**config.mk**
```make
export PLATFORM = sky130hd
export DESIGN_NAME = vm
export DESIGN_NICKNAME = d
export VERILOG_FILES = /design/src/rtl/vm.sv
export SDC_FILE = /design/constraint.sdc
export NUM_CORES = 1
export LEC_CHECK = 0
export BUFFER_PORTS_ARGS = -buffer_cell sky130_fd_sc_hd__buf_2
export CAP_MARGIN = 15
export CORE_ASPECT_RATIO = 1.5
export CORE_UTILIZATION = 40
export CTS_BUF_LIST = sky130_fd_sc_hd__clkbuf_16
export DETAILED_ROUTE_END_ITERATION = 7
export REMOVE_ABC_BUFFERS = 1
export SETUP_SLACK_MARGIN = 0.2
export SLEW_MARGIN = 25
export SYNTH_ARGS = -nofsm -noshare
export SYNTH_HDL_FRONTEND = slang
export SYNTH_SLANG_ARGS = --single-unit
```
**constraint.sdc**
```tcl
create_clock -name clk -period 2.85 [get_ports clk]
set_clock_uncertainty 0.1 [all_clocks]
set_input_delay 0.285 -clock clk [delete_from_list [all_inputs] [get_ports clk]]
set_output_delay 0.285 -clock clk [all_outputs]
set_load 0.01 [all_outputs]
```
**src/rtl/vm.sv**
```systemverilog
// Coin-operated vending controller: credit held as states S0..S30 (Rs5 steps),
// one-cycle registered dispense pulses with change/refund on the same cycle.
module vm (
    input  logic       clk,
    input  logic       reset,
    input  logic       cancel,
    input  logic [1:0] sel,
    input  logic [1:0] coin,
    output logic       pa,
    output logic       pb,
    output logic       pc,
    output logic [4:0] change,
    output logic [2:0] o_state
);

    typedef enum logic [2:0] {
        S0  = 3'd0,
        S5  = 3'd1,
        S10 = 3'd2,
        S15 = 3'd3,
        S20 = 3'd4,
        S25 = 3'd5,
        S30 = 3'd6
    } state_t;

    state_t     r_state;
    logic       r_pa;
    logic       r_pb;
    logic       r_pc;
    logic [4:0] r_change;

    logic [4:0] w_credit;
    logic       w_coin_valid;
    logic [2:0] w_coin_steps;
    logic [4:0] w_coin_val;
    logic [3:0] w_sum_steps;
    logic       w_sel_valid;
    logic [4:0] w_price;
    logic       w_afford;

    // State encoding is the credit in Rs5 units, so credit = state * 5.
    assign w_credit     = {r_state, 2'b00} + {2'b00, r_state};
    assign w_coin_valid = (coin == 2'b01) || (coin == 2'b10);
    assign w_coin_steps = {1'b0, coin};
    assign w_coin_val   = {w_coin_steps, 2'b00} + {2'b00, w_coin_steps};
    assign w_sum_steps  = {1'b0, r_state} + {1'b0, w_coin_steps};

    always_comb begin
        w_sel_valid = 1'b1;
        w_price     = 5'd0;
        case (sel)
            2'b00:   w_price = 5'd5;
            2'b01:   w_price = 5'd10;
            2'b10:   w_price = 5'd20;
            default: w_sel_valid = 1'b0;
        endcase
    end

    assign w_afford = w_sel_valid && (w_price <= w_credit);

    // Priority per edge: reset, cancel, coin, selection.
    always_ff @(posedge clk) begin
        if (reset) begin
            r_state  <= S0;
            r_pa     <= 1'b0;
            r_pb     <= 1'b0;
            r_pc     <= 1'b0;
            r_change <= 5'd0;
        end else begin
            r_pa     <= 1'b0;
            r_pb     <= 1'b0;
            r_pc     <= 1'b0;
            r_change <= 5'd0;
            if (cancel) begin
                r_change <= w_credit;
                r_state  <= S0;
            end else if (w_coin_valid) begin
                if (w_sum_steps > 4'd6) begin
                    r_change <= w_coin_val;
                end else begin
                    r_state <= state_t'(w_sum_steps[2:0]);
                end
            end else if (w_afford) begin
                r_pa     <= (sel == 2'b00);
                r_pb     <= (sel == 2'b01);
                r_pc     <= (sel == 2'b10);
                r_change <= w_credit - w_price;
                r_state  <= S0;
            end
        end
    end

    assign pa      = r_pa;
    assign pb      = r_pb;
    assign pc      = r_pc;
    assign change  = r_change;
    assign o_state = r_state;

endmodule

```
# Word level (Yosys, flattened, before mapping)

Cells that the tools add are included.

Bitwise operators: 1
Reduce and logical (&&, ||, !) cells: 8
$add $sub $neg: 4
$mul: 0
Muxes and demuxes: 9
Magnitude comparators: 2
Equality and inequality tests: 5
Shifts and indexed selects: 0
Div/mod/pow operators: 0

Operator list:

| kind               | number |
|---|---|
| $mux 5             | 4 |
| $pmux 5 s3         | 1 |
| $mux 3             | 3 |
| $add 4x2->5        | 1 |
| $add 5x3->5        | 1 |
| $le 5x5->1         | 1 |
| $sub 5x5->5        | 1 |
| $add 3x2->4        | 1 |
| $eq 2x1->1 const B | 2 |
| $eq 2x2->1 const B | 2 |
| $gt 4x3->1 const B | 1 |
| $reduce_or 4->1    | 1 |
| $reduce_or 3->1    | 1 |
| $logic_not 2->1    | 1 |
| $ne 2x2->1 const B | 1 |
| $reduce_and 2->1   | 1 |
| $reduce_bool 2->1  | 1 |
| $reduce_or 2->1    | 1 |
| $logic_and 1x1->1  | 1 |
| $logic_or 1x1->1   | 1 |
| $mux 1             | 1 |
| $not 1->1          | 1 |

Bits in registers: 11
Bits in read-only memories: 0
Latch bits: 0
RAM bits: 0
Word-level logic and storage cells: 34
Output and inout port bits: 11
Memories: 0
Input port bits: 7

# Longest topological paths before layout

Gate-level depths: netlist of the first run.

Depth after elaboration: 7
Mapped depth: 8
Mapped depth without buffers: 8

# Worst setup path after synthesis of the first run

OpenSTA, ideal clock, no wires.

Kind: flip-flop to flip-flop
Start: register r_state[2], in the netlist o_state[2]
End: register r_change[3], in the netlist change[3]
Slack: 0.550 ns
Buffers on the path: 0
Clock period less this slack: 2.300 ns
Stages on the path, launching flop included: 9
Arrival time: 2.112 ns
Data required time: 2.662 ns
Setup time: 0.088 ns
Path through: dfxtp_1 -> ha_1 -> ha_1 -> xor2_1 -> ha_1 -> o211ai_2 -> a211oi_4 -> or3b_1 -> o32ai_2

Longest elaborated chain between the ends: 6
Elaborated cells on any way between the ends: 10
Classes of those cells: add/sub: 3; order compare: 2; mux: 4; reduce/logical: 1

RTL lines:

| item                     | RTL line | source |
|---|---|---|
| start: declaration       | 26       | `state_t r_state;` |
| start signal: assignment | 81       | `r_state <= state_t'(w_sum_steps[2:0]);` |
| $add 5x3->5              | 42       | `assign w_credit = {r_state, 2'b00} + {2'b00, r_state};` |
| $le 5x5->1               | 59       | `assign w_afford = w_sel_valid && (w_price <= w_credit);` |
| $logic_and 1x1->1        | 59       |  |
| $mux 5                   | 83       | `end else if (w_afford) begin` |
| $mux 5                   | 77       | `end else if (w_coin_valid) begin` |
| $mux 5 *                 | 74       | `if (cancel) begin` |
| end signal: assignment   | 75       | `r_change <= w_credit;` |
| end signal: assignment   | 79       | `r_change <= w_coin_val;` |
| end signal: assignment   | 87       | `r_change <= w_credit - w_price;` |
| end: declaration         | 30       | `logic [4:0] r_change;` |

Every way passes the cells marked *; elsewhere a longest branch is shown, timed or not.
A chain may end at the register's enable or synchronous reset.

# Final worst setup path of the first run

Ends and elaborated chain as after synthesis.

==> qor.yml, run 1 <==
yosys:
  netlist_top_cells_area: "dfxtp_1 (28%), ha_1 (14%), xor2_1 (5.6%)"
  yosysMostFrequentCell: "dfxtp_1"
  synthCells: 86
  synth_area_per_cell_um2: 9.06
  yosysUniqueCellTypes: 29
  synth-async-reset-ratio_pct: 0
  synth-seq-area-share_pct: 28.3
  ys_ff_latch: 11
  yosys-top-cells-count: "dfxtp_1 (11), ha_1 (9), inv_1 (8)"
  synth_area_leader_cell: "dfxtp_1"
  synth_edf_count: 0
  netlist_area_um2: 779
  synth-main-ff-cell: "dfxtp_1"
  synth.top_cell.area_share_pct: 28.3
  synth_warnings: 0
status:
  status: "finished, final reports clean"
global_route:
  grt_start_max_net_pins: 10
  grt_usage_pct: 18.5
  grt_pass1_wl_um: 2860
  grt_antenna_before_repair: 0
  grt-ovfl-total: 0
  grt_pass1_vias: 646
worst_setup_path:
  critPathMostFrequentCell: "ha_1"
  crit_slowest_cell: "or3b_1"
  reg2reg_setup_slack_ns: 0.43
  reg2reg_to: "change[3]$_SDFF_PP0_"
  reg2reg_depth: 8
  path_cells: "ha_1, ha_1, xor2_1, ha_1, o211ai_2, a211oi_4, or3b_1, o32ai_2"
  endpoint_kind: "flop"
  crit_path_max_fanout: 7
  critPathLaunchType: "flop"
  worstSetupPathType: "reg -> reg"
  cp.required_ns: 2.89
  reg2reg_from: "o_state[2]$_SDFFE_PP0P_"
  cp_slowest_stage_delay_ns: 0.39
  cp.arrival_ns: 2.47
clock_tree:
  path_clk_slew_ns: 0.04
  cts_tree: "yes"
  h-tree-depth: 1
  clk_latency_ns: 0.23
  holdBufCountCts: 0
  cts_sinks: 11
  numCtsBuffers: 3
  cts_buffer_depth: 2
  cts_root_buffer: "clkbuf_16"
  cts_resized: 0
  cts_setup_buffers: 0
drt:
  drt_iter0_markers: 10
  wl_met2_um: 865
  wl_um: 1650
  vias: 673
  vias_per_cell: 5.34
  wl_per_cell_um: 13.1
  drt-pass1-iter-count: 4
  final_antenna_net_count: 0
  top_layer: "met4"
  route.detailed.drc: 0
  dr_wl_met3_um: 46
  drt-met1-wl_um: 726
power_and_ir_drop:
  vdd_drop_max_mv: 0.385
  report.power.total_mw: 0.514
  p_leak_nw: 0.441
  p_per_area_mw_per_mm2: 534
place:
  io_buffers: 17
  place_ws_ns: 0.467
  dp_hpwl_um: 1400
  finalWeightedCongestion: 0.817
final_layout:
  n_antenna_cell: 0
  layout.nets: 124
  syn_to_final_growth_pct: 23.4
  layout-drive-gt1-share_pct: 22.9
timing:
  rsz0062_at_grt: "false"
  fin_crit_sh_pct: 85.0
  tns_ns: 0
  final-hold-violation-count: 0
  worstMarginPinSlew_ns: 0.474
  max_slew_margin_pct: 68.1
  setup_viol: 0
  whs_ns: 0.171
  fmax_mhz: 413
  final_max_slew_viol_count: 0
  setup_slack_ns: 0.428
  period_needed_ns: 2.42
die:
  num_rows: 19
  start_util_pct: 42.6
  ioPinCount: 18
  chipWidth_um: 38.0
  die_h_um: 56.1
  dieArea_mm2: 0.00213
  core-area_mm2: 0.00183
min_path:
  hold_depth: 2
  min_to: "pa$_SDFF_PP0_"
  worstHoldStart: "sel[1]"
  hold_class: "in -> reg"
run:
  maxCapViolCount: 0
==> registers in the layout, indices dropped and copies added, names as in the netlist <==
name and flops:
pa 1, pc 1, pb 1, change 5
o_state 3
==> cells in the final DEF, fill, tap and decap left out, types with 5 or more instances in the layout <==
cell and n:
inv_1 9, dfxtp_1 11, ha_1 9, xor2_1 5, nand2b_1 5, nand2_1 7, buf_2 17, nor2_1 6
==> worst max-delay path by stage <==
stage | from | to | slack, ns | depth (start not counted)
finish | o_state[2]$_SDFFE_PP0P_ | change[3]$_SDFF_PP0_ | 0.43 | 8
global route | o_state[2]$_SDFFE_PP0P_ | change[3]$_SDFF_PP0_ | 0.28 | 8
CTS | o_state[2]$_SDFFE_PP0P_ | change[3]$_SDFF_PP0_ | 0.43 | 8
detailed placement | o_state[2]$_SDFFE_PP0P_ | change[3]$_SDFF_PP0_ | 0.47 | 8
global placement | o_state[0]$_SDFFE_PP0P_ | change[3]$_SDFF_PP0_ | 0.52 | 8
floorplan | o_state[2]$_SDFFE_PP0P_ | change[3]$_SDFF_PP0_ | 0.55 | 8
==> power breakdown <==
part           total (mW)  switching (mW)  internal (mW)
combinational       0.102          0.0584         0.0434
clock               0.248          0.0641          0.184
sequential          0.164         0.00400          0.160
total               0.514           0.127          0.387
==> critical path: cells and delay by family, from the launching register on <==
kind            cells  cell delay, ns
simple gates        1            0.39
compound gates      3            0.57
xor+xnor            1            0.16
fa+ha+maj           3            0.74
flops               1            0.37
==> cell type report <==
class	instances	area (µm²)
Fill cell	162	868
Multi-Input combinational cell	65	522
Sequential cell	11	220
Timing Repair Buffer	17	85.1
Clock buffer	3	75.1
Inverter	8	30.0
Tap cell	21	26.3
Clock inverter	1	3.75
==> metrics by stage <==
stage | cell area [µm²] | utilization, % | cells
finish | 962 | 52.6 | 126
global route | 962 | 52.6 | 126
CTS | 962 | 52.6 | 126
detailed placement | 883 | 48.3 | 122
global placement | 883 | 48.3 | 122
floorplan | 772 | - | 84
==> per-layer routing <==
metal  up-vias  track usage (%)
met5         -                0
met4         0             4.59
met3         2             3.60
met2        15             31.2
met1       308             22.9
li1        348                -
==> cell families (layout without fill, tap and decap cells) <==
logic type / Yosys count / count (layout) / synth area share, %
AOI/OAI and AO/OA: 21 / 21 / 21.5
and+or+nand+nor: 27 / 27 / 18.1
DFF: 11 / 11 / 28.3
buffers and inverters: 10 / 29 / 4.82
xor gates and xnor gates: 6 / 6 / 7.70
adders and majority gates: 11 / 11 / 19.6
(Power assumes the default switching activity.)
==> run 2, diff against run 1 <==
clock period = 2.3 ns   (was 2.85 ns; I/O delays follow)
==> qor.yml, run 2 (synthesized netlist as in run 1, its figures left out) <==
power_and_ir_drop:
  intPower_mw: 0.510
  p_leak_nw: 0.498
  switchingPower_mw: 0.184
  report.power.total_mw: 0.694
  power.share.combinational_pct: 25.1
  p_per_area_mw_per_mm2: 593
  vdd_drop_max_mv: 0.361
  swShare_pct: 26.6
  pwr-share-clk_pct: 45.8
  p_seq_share_pct: 29.2
final_layout:
  n_antenna_cell: 0
  n_fill_cell: 147
  final_core_util_pct: 64.0
  layout-drive-gt1-share_pct: 45.2
  register_area_um2: 224
  largest_reg_flops: 5
  layout.nets: 134
  multi_input_area_um2: 651
  syn_to_final_growth_pct: 50.2
  final_common_cell: "buf_2"
  fin_cells: 136
  final_cell_mix: "buf_2 (17), buf_4 (10), inv_1 (8), dfxtp_1 (8), nand2_1 (7)"
drt:
  wl_um: 2110
  drt_iter0_markers: 11
  final_antenna_net_count: 0
  vias_per_cell: 5.59
  vias: 760
  route.detailed.drc: 0
  wl_per_cell_um: 15.5
  drt-pass1-iter-count: 4
global_route:
  grt_pass1_wl_um: 3250
  grt_antenna_before_repair: 0
  grt_usage_pct: 21.8
  grt-ovfl-total: 0
  grt_pass1_vias: 679
  grt_start_max_net_pins: 10
worst_setup_path:
  cp_num_cells: 8
  crit_path_max_fanout: 6
  cp_slowest_stage_delay_ns: 0.39
  cp.required_ns: 2.35
  worstSetupPathType: "reg -> reg"
  path_cells: "ha_4, ha_4, xor2_4, ha_4, o211ai_4, a211oi_4, or3b_1, o32ai_2"
  reg2reg_from: "o_state[0]$_SDFFE_PP0P_"
  reg2reg_to: "change[3]$_SDFF_PP0_"
  endpoint: "change[3]$_SDFF_PP0_"
  startpoint: "o_state[0]$_SDFFE_PP0P_"
  endpoint_kind: "flop"
  critPathLaunchType: "flop"
  cp.arrival_ns: 2.27
  crit_family: "adder cells"
  critPathMostFrequentCell: "ha_4"
  reg2reg_setup_slack_ns: 0.08
  critPathBufInv: 0
  reg2reg_depth: 8
  crit_slowest_cell: "or3b_1"
timing:
  fmax_mhz: 450
  whs_ns: 0.116
  period_needed_ns: 2.22
  fin_crit_sh_pct: 96.6
  setup_viol: 0
  rsz0062_at_grt: "true"
  final-hold-violation-count: 0
  worstMarginPinSlew_ns: 0.367
  setup_slack_ns: 0.0792
  final_max_slew_viol_count: 0
  max_slew_margin_pct: 75.4
die:
  core-area_mm2: 0.00183
  num_rows: 19
  dieArea_mm2: 0.00213
  die_h_um: 56.1
  chipWidth_um: 38.0
  ioPinCount: 18
  start_util_pct: 42.6
clock_tree:
  cts_tree: "yes"
  holdBufCountCts: 0
  path_clk_slew_ns: 0.04
  h-tree-depth: 1
  clk_latency_ns: 0.24
  cts_root_buffer: "clkbuf_16"
  cts_buffer_depth: 2
  cts_sinks: 11
  numCtsBuffers: 3
place:
  dp_cells: 128
  place_ws_ns: -0.0286
  io_buffers: 17
  dp_hpwl_um: 1470
  finalWeightedCongestion: 0.841
run:
  maxCapViolCount: 0
status:
  status: "finished, final reports clean"
min_path:
  hold_class: "in -> reg"
## run 2: worst register-to-register path, delay by kind of cell (launching register included)
family,cells,cell delay [ns]
and+or+nand+nor,1,0.39
adders and majority gates,3,0.61
xor gates and xnor gates,1,0.16
DFF,1,0.33
AOI/OAI and AO/OA,3,0.53
## run 2: worst min-delay path by stage
| stage | depth (start not counted) | start | endpoint |
|---|---|---|---|
| 5_1_grt | 2 | sel[1] | pa$_SDFF_PP0_ |
| 4_1_cts | 2 | sel[1] | pa$_SDFF_PP0_ |
| 6_report | 2 | sel[1] | pa$_SDFF_PP0_ |
| 3_5_place_dp | 2 | sel[1] | pa$_SDFF_PP0_ |
| 3_3_place_gp | 2 | sel[1] | pa$_SDFF_PP0_ |
| 2_1_floorplan | 1 | sel[1] | pa$_SDFF_PP0_ |
## run 2: area by class of cell
cell class                      instances  area share [%]
Clock buffer                            3            6.41
Sequential cell                        11            19.1
Inverter                                8            2.56
Clock inverter                          1           0.427
Tap cell                               21            2.24
Multi-Input combinational cell         65            55.6
Timing Repair Buffer                   27            13.7
## run 2: through the flow
| step | cell area [µm²] | setup TNS [ns] |
|---|---|---|
| global placement | 928 | 0 |
| floorplan | 772 | -0.000465 |
| detailed placement | 928 | -0.0286 |
| CTS | 1100 | 0 |
| finish | 1170 | 0 |
| global route | 1170 | 0 |
## run 2: what timing repair did
| item | 4_1_cts | 5_1_grt |
|---|---|---|
| setup buffers | 2 | 2 |
| setup endpoints to repair | 11 | 11 |
| pin swaps | 8 | 6 |
| gates resized for setup | 12 | 11 |
## run 2: power by group through the flow
stage               Combinational, mW  Sequential [mW]  Clock, mW
CTS                             0.151            0.202      0.321
detailed placement              0.139            0.204          0
floorplan                      0.0832            0.209          0
global placement                0.139            0.204          0
finish                          0.174            0.203      0.318
global route                    0.189            0.203      0.334
## run 2: per-layer routing
metal  global-route usage (%)  part of all wire [%]
met5                        0                     0
met4                     14.3                   3.5
met2                     33.9                    53
met1                     26.2                    40
met3                     3.60                   3.0
